[src/rtl/led_step_scheduler.sv]
// Steps an 8-bit LED pattern on clock enables derived from CLK100MHZ, with start/pause/stop control.
// Define SCHED_BINARY_COUNT_EN for a binary-count LED pattern instead of one-hot rotation.
module led_step_scheduler #(
  parameter int unsigned PRESCALE = 50_000_000,
  parameter int unsigned MAX_SEL  = 7
) (
  input  logic       CLK100MHZ,
  input  logic       RST,
  input  logic       start,
  input  logic       stop,
  input  logic [2:0] rate_sel,
  output logic [7:0] LED,
  output logic       step,
  output logic       busy
);

  localparam int unsigned TAP_W     = MAX_SEL;
  localparam logic [31:0] BASE_LAST = 32'(PRESCALE - 1);
`ifdef SCHED_BINARY_COUNT_EN
  localparam logic [7:0] LED_INIT = 8'h00;
`else
  localparam logic [7:0] LED_INIT = 8'h01;
`endif

  typedef enum logic [1:0] {
    S_IDLE,
    S_RUN,
    S_PAUSE
  } state_t;

  state_t           state_q, state_d;
  logic [31:0]      base_q, base_d;
  logic [TAP_W-1:0] tap_q, tap_d;
  logic [2:0]       sel_q, sel_d;
  logic [7:0]       led_q, led_d;
  logic             step_q, step_d;
  logic             busy_q, busy_d;

  logic [2:0]       sel_clamped;
  logic [TAP_W:0]   tap_span;
  logic [TAP_W-1:0] tap_mask;
  logic [7:0]       led_next;
  logic             base_tick;
  logic             step_en;

  assign sel_clamped = (32'(rate_sel) > MAX_SEL) ? 3'(MAX_SEL) : rate_sel;

  // Low sel_q bits of the tap counter select a step every 2^sel_q base ticks.
  assign tap_span  = (TAP_W + 1)'(1) << sel_q;
  assign tap_mask  = TAP_W'(tap_span - (TAP_W + 1)'(1));
  assign base_tick = (state_q == S_RUN) && (base_q == BASE_LAST);
  assign step_en   = base_tick && ((tap_q & tap_mask) == tap_mask);

`ifdef SCHED_BINARY_COUNT_EN
  assign led_next = led_q + 8'd1;
`else
  assign led_next = {led_q[6:0], led_q[7]};
`endif

  always_comb begin
    state_d = state_q;
    base_d  = base_q;
    tap_d   = tap_q;
    sel_d   = sel_q;
    led_d   = led_q;
    step_d  = 1'b0;
    case (state_q)
      S_IDLE: begin
        if (start && !stop) begin
          state_d = S_RUN;
          sel_d   = sel_clamped;
          led_d   = LED_INIT;
        end
      end
      S_RUN: begin
        base_d = base_tick ? 32'd0 : base_q + 32'd1;
        if (base_tick) begin
          tap_d = tap_q + TAP_W'(1);
        end
        // Rate is only re-sampled at a step boundary so an interval is never cut short.
        if (step_en) begin
          sel_d  = sel_clamped;
          led_d  = led_next;
          step_d = 1'b1;
        end
        if (stop) begin
          state_d = S_PAUSE;
        end
      end
      S_PAUSE: begin
        if (stop) begin
          state_d = S_IDLE;
          base_d  = '0;
          tap_d   = '0;
          sel_d   = '0;
          led_d   = '0;
        end else if (start) begin
          state_d = S_RUN;
        end
      end
      default: begin
        state_d = S_IDLE;
      end
    endcase
    busy_d = (state_d != S_IDLE);
  end

  always_ff @(posedge CLK100MHZ or posedge RST) begin
    if (RST) begin
      state_q <= S_IDLE;
      base_q  <= '0;
      tap_q   <= '0;
      sel_q   <= '0;
      led_q   <= '0;
      step_q  <= 1'b0;
      busy_q  <= 1'b0;
    end else begin
      state_q <= state_d;
      base_q  <= base_d;
      tap_q   <= tap_d;
      sel_q   <= sel_d;
      led_q   <= led_d;
      step_q  <= step_d;
      busy_q  <= busy_d;
    end
  end

  assign LED  = led_q;
  assign step = step_q;
  assign busy = busy_q;

endmodule

[config.mk]
export PLATFORM = sky130hd
export DESIGN_NAME = led_step_scheduler
export DESIGN_NICKNAME = d
export VERILOG_FILES = /design/src/rtl/led_step_scheduler.sv
export SDC_FILE = /design/constraint.sdc
export NUM_CORES = 1
export LEC_CHECK = 0
export BUFFER_PORTS_ARGS = -buffer_cell sky130_fd_sc_hd__buf_2
export CAP_MARGIN = 30
export CELL_PAD_IN_SITES_DETAIL_PLACEMENT = 1
export CELL_PAD_IN_SITES_GLOBAL_PLACEMENT = 2
export CORE_ASPECT_RATIO = 1.1
export CORE_MARGIN = 8
export CORE_UTILIZATION = 42
export DETAILED_ROUTE_END_ITERATION = 10
export MAX_ROUTING_LAYER = met4
export PLACE_DENSITY_LB_ADDON = 0.1
export SETUP_SLACK_MARGIN = 0.15
export SLEW_MARGIN = 20
export SYNTH_ARGS = -nofsm -noshare
export SYNTH_HDL_FRONTEND = slang
export SYNTH_SLANG_ARGS = --single-unit
[constraint.sdc]
create_clock -name CLK100MHZ -period 5.6 [get_ports CLK100MHZ]
set_input_delay 0.56 -clock CLK100MHZ [delete_from_list [all_inputs] [get_ports CLK100MHZ]]
set_output_delay 0.56 -clock CLK100MHZ [all_outputs]
set_load 0.03 [all_outputs]
==> summary.md <==
| Metric | Value |
|---|---|
| Final ANT Viol Nets | `0` |
| Antenna cells | `0` |
| Final WL | `6.11 mm` |
| Arrival @ worst endpoint | `2.57 ns` |
| H-tree depth | `2` |
| Routed via count | `2051` |
| Clock share of power | `27.1%` |
| Sequential Area | `1350 um^2` |
| Post-synth EDFFs | `0` |
| Final slew viol count | `0` |
| Final Hold Viols | `0` |
| Total setup buffers inserted after CTS | `0` |
| Starting Density | `43.5%` |
| Static Leak | `0.00136 uW` |
| CP peak stage delay | `0.45 ns` |
| Synth-to-layout area growth | `9.17%` |
| CTS hold repair buffers | `0` |
| Share of post-route cells with drive strength above 1 | `12.7%` |
| Clock Tree Root | `clkbuf_8` |
| Critical path class | `register to register` |
| I/O pin count | `17` |
| Fmax | `0.421 GHz` |
| Combinational fraction of design power | `13.3%` |
| P_sw | `232 uW` |
| Sequential power share | `59.6%` |
| Largest cells by area after synthesis | `dfrtp_1 (51%), xor2_1 (6.9%), nor2_1 (5.3%), nand3_1 (3.7%), a22o_1 (3.3%)` |
| Worst skew pair latency | `0.31 ns` |
| Pre-CTS setup slack | `3.04 ns` |
| Slew at the pin closest to its max-slew limit | `0.831 ns` |
| Setup crit end kind | `register` |
| Clock buffer count from CTS | `5` |
| Worst Skew | `0.0111 ns` |
| Grt ovf | `0` |
| RSZ-0062 raised after global routing | `no` |
| Worst hold path class | `input port to asynchronous set/reset pin` |
| Multi-input gate area | `1260 um^2` |
| Die Span X | `92.1 um` |
| Vias in the first global route | `2267` |
| DRT Pass-1 Iters | `4` |
| Overall power | `787 uW` |
| Warnings from Yosys | `0` |
| Ys async rst share | `100%` |
| Final setup vio count | `0` |
| Routability cong. | `0.772` |
| Max IR drop VDD | `0.0989 mV` |
| Largest net degree at the start of global routing | `55` |
| Cells after synthesis | `274` |
| I/O Buffers | `16` |
| Routed vias/inst | `5.53` |
| Setup WS post-layout | `3.23 ns` |
| Syn Area/Cell | `9.76 um^2` |
| # resized after CTS | `0` |
| Mapped Area | `2680 um^2` |
| Top post-synthesis cells by count | `dfrtp_1 (54), nor2_1 (38), nand2_1 (22)` |
| Crit-path max FO | `12` |
| Reg clk slew, reported paths | `0.10 ns` |
| Iteration-0 DRC Markers | `81` |
| Power Density | `269 nW/um^2` |
| Min Tclk post-route | `2.37 ns` |
| Distinct cells, synth | `47` |
| Critical-path cell list | `nand4_1 -> nor3_1 -> and3_1 -> o221a_2 -> o21ai_2 -> a22o_1` |
| Die area | `9180 um^2` |
| Cell family with most CP delay | `simple AND/OR/NAND/NOR gates` |
| Net Sw Frac | `29.5%` |
| Worst setup SP type | `register` |
| Most frequent cell after synthesis | `dfrtp_1` |
| Die Y | `99.7 um` |
| DR WL/cell | `16.5 um` |
| Max-Cap Viols | `0` |
| Synth top area share | `50.5%` |
| DRC Markers | `0` |
| Longest Clk Path Bufs | `2` |
| CTS tree | `done` |
| Clk sinks | `54` |
| Slew headroom | `44.1%` |
| Worst Path Buf+Inv | `0` |
| CP required | `5.80 ns` |
| Final net count | `300` |
| Main flop type after synthesis | `dfrtp_1` |
| Global-route usage over all layers | `14.9%` |
| Initial antenna violation count | `0` |
| Syn_nets | `283` |
| Core Rows | `30` |
| Fill count | `730` |
| Post-synth top area cell | `dfrtp_1` |
| Critical-path top delay cell | `dfrtp_1` |
| Sequential fraction of the synthesis area | `50.5%` |
| Post-Route Setup TNS | `0 ns` |
| #FFs+latches synth | `54` |
| First-pass GRT wire length | `11.0 mm` |
| Status | `finished, final reports clean` |
| Core footprint | `6160 um^2` |
| Final period utilization | `42.4%` |
| Internal power | `554 uW` |
| Post-detail-place hpwl | `4.38 mm` |
==> power groups by stage <==
stage / registers (uW) / clock network (uW) / logic (uW)
3_3_place_gp: 476 / 0 / 104
6_report: 468 / 213 / 105
2_1_floorplan: 470 / 0 / 75.5
5_1_grt: 474 / 238 / 123
3_5_place_dp: 476 / 0 / 106
4_1_cts: 468 / 222 / 106
==> layout make-up <==
| cell class | instances | share of cell area [%] |
|---|---|---|
| clock inverter | 1 | 0.257 |
| multi-input combinational | 204 | 43.0 |
| timing repair buffer | 18 | 3.51 |
| sequential | 54 | 46.3 |
| clock buffer | 6 | 2.49 |
| inverter | 8 | 1.03 |
| tap | 80 | 3.43 |
==> tightest hold or removal path: cells and delay by family <==
| family | cells | cell delay (ns) |
|---|---|---|
| buffers and inverters | 3 | 0.67 |
==> per-stage QoR <==
step / hold slack, ns / area [um^2] / util, % / std cells
after global routing: 0.468 / 2920 / 47.4 / 371
after global placement: 0.477 / 2830 / 45.9 / 363
final: 0.424 / 2920 / 47.4 / 371
after floorplan: 0.453 / 2680 / - / 274
after detailed placement: 0.489 / 2830 / 45.9 / 363
after CTS: 0.460 / 2910 / 47.2 / 370
==> flip-flops by register name (all words and copies together) (netlist names) <==
register	count
base_q	32
LED	8
tap_q	7
sel_q	3
state_q	2
busy	1
step	1
==> path summary, 6_finish.rpt <==
| path | slack [ns] | end | depth (start not counted) | from |
|---|---|---|---|---|
| setup / recovery | 3.23 | sel_q[1]$_DFFE_PP0P_ | 6 | base_q[12]$_DFFE_PP0P_ |
| hold / removal | 0.42 | tap_q[2]$_DFFE_PP0P_ | 3 | RST |
| setup reg to reg | 3.23 | sel_q[1]$_DFFE_PP0P_ | 6 | base_q[12]$_DFFE_PP0P_ |
| hold reg to reg | 0.50 | base_q[31]$_DFFE_PP0P_ | 1 | base_q[31]$_DFFE_PP0P_ |
| max in group asynchronous | 4.70 | base_q[10]$_DFFE_PP0P_ | 3 | RST |
| min in group CLK100MHZ | 0.47 | sel_q[2]$_DFFE_PP0P_ | 2 | rate_sel[2] |
==> metal layers <==
| layer | track usage (%) | vias to the layer above | part of all wire (%) |
|---|---|---|---|
| li1 | - | 999 | - |
| met4 | 4.47 | 0 | 1.3 |
| met2 | 24.9 | 18 | 50 |
| met5 | - | - | 0 |
| met1 | 17.5 | 1027 | 46 |
| met3 | 3.39 | 7 | 3.3 |
==> logic make-up (layout without fill, tap and decap cells) <==
logic type | count (synthesis) | count (layout) | synth area share [%]
DFF | 54 | 54 | 50.5
xor gates and xnor gates | 29 | 29 | 9.50
adders and majority gates | 2 | 2 | 0.935
AOI/OAI and AO/OA | 43 | 43 | 11.4
muxes | 1 | 1 | 0.374
and+or+nand+nor | 129 | 129 | 24.7
buffers and inverters | 16 | 33 | 2.53
==> placed cells by master (no fill, tap or decap), types with 2 or more instances in the layout <==
cell	instances
and3_1	12
a22o_1	10
nand2_1	22
o21ai_1	2
a21oi_1	7
nand2b_1	2
o21ai_0	11
nor2_1	38
a41oi_1	2
xor2_1	21
a31oi_1	2
nor3_1	2
ha_1	2
nand4_1	7
a31o_2	2
clkbuf_8	5
nor4_1	9
xnor2_1	8
and4_1	2
inv_1	7
buf_2	16
dfrtp_1	54
nand3_1	20
(Power assumes the default switching activity.)
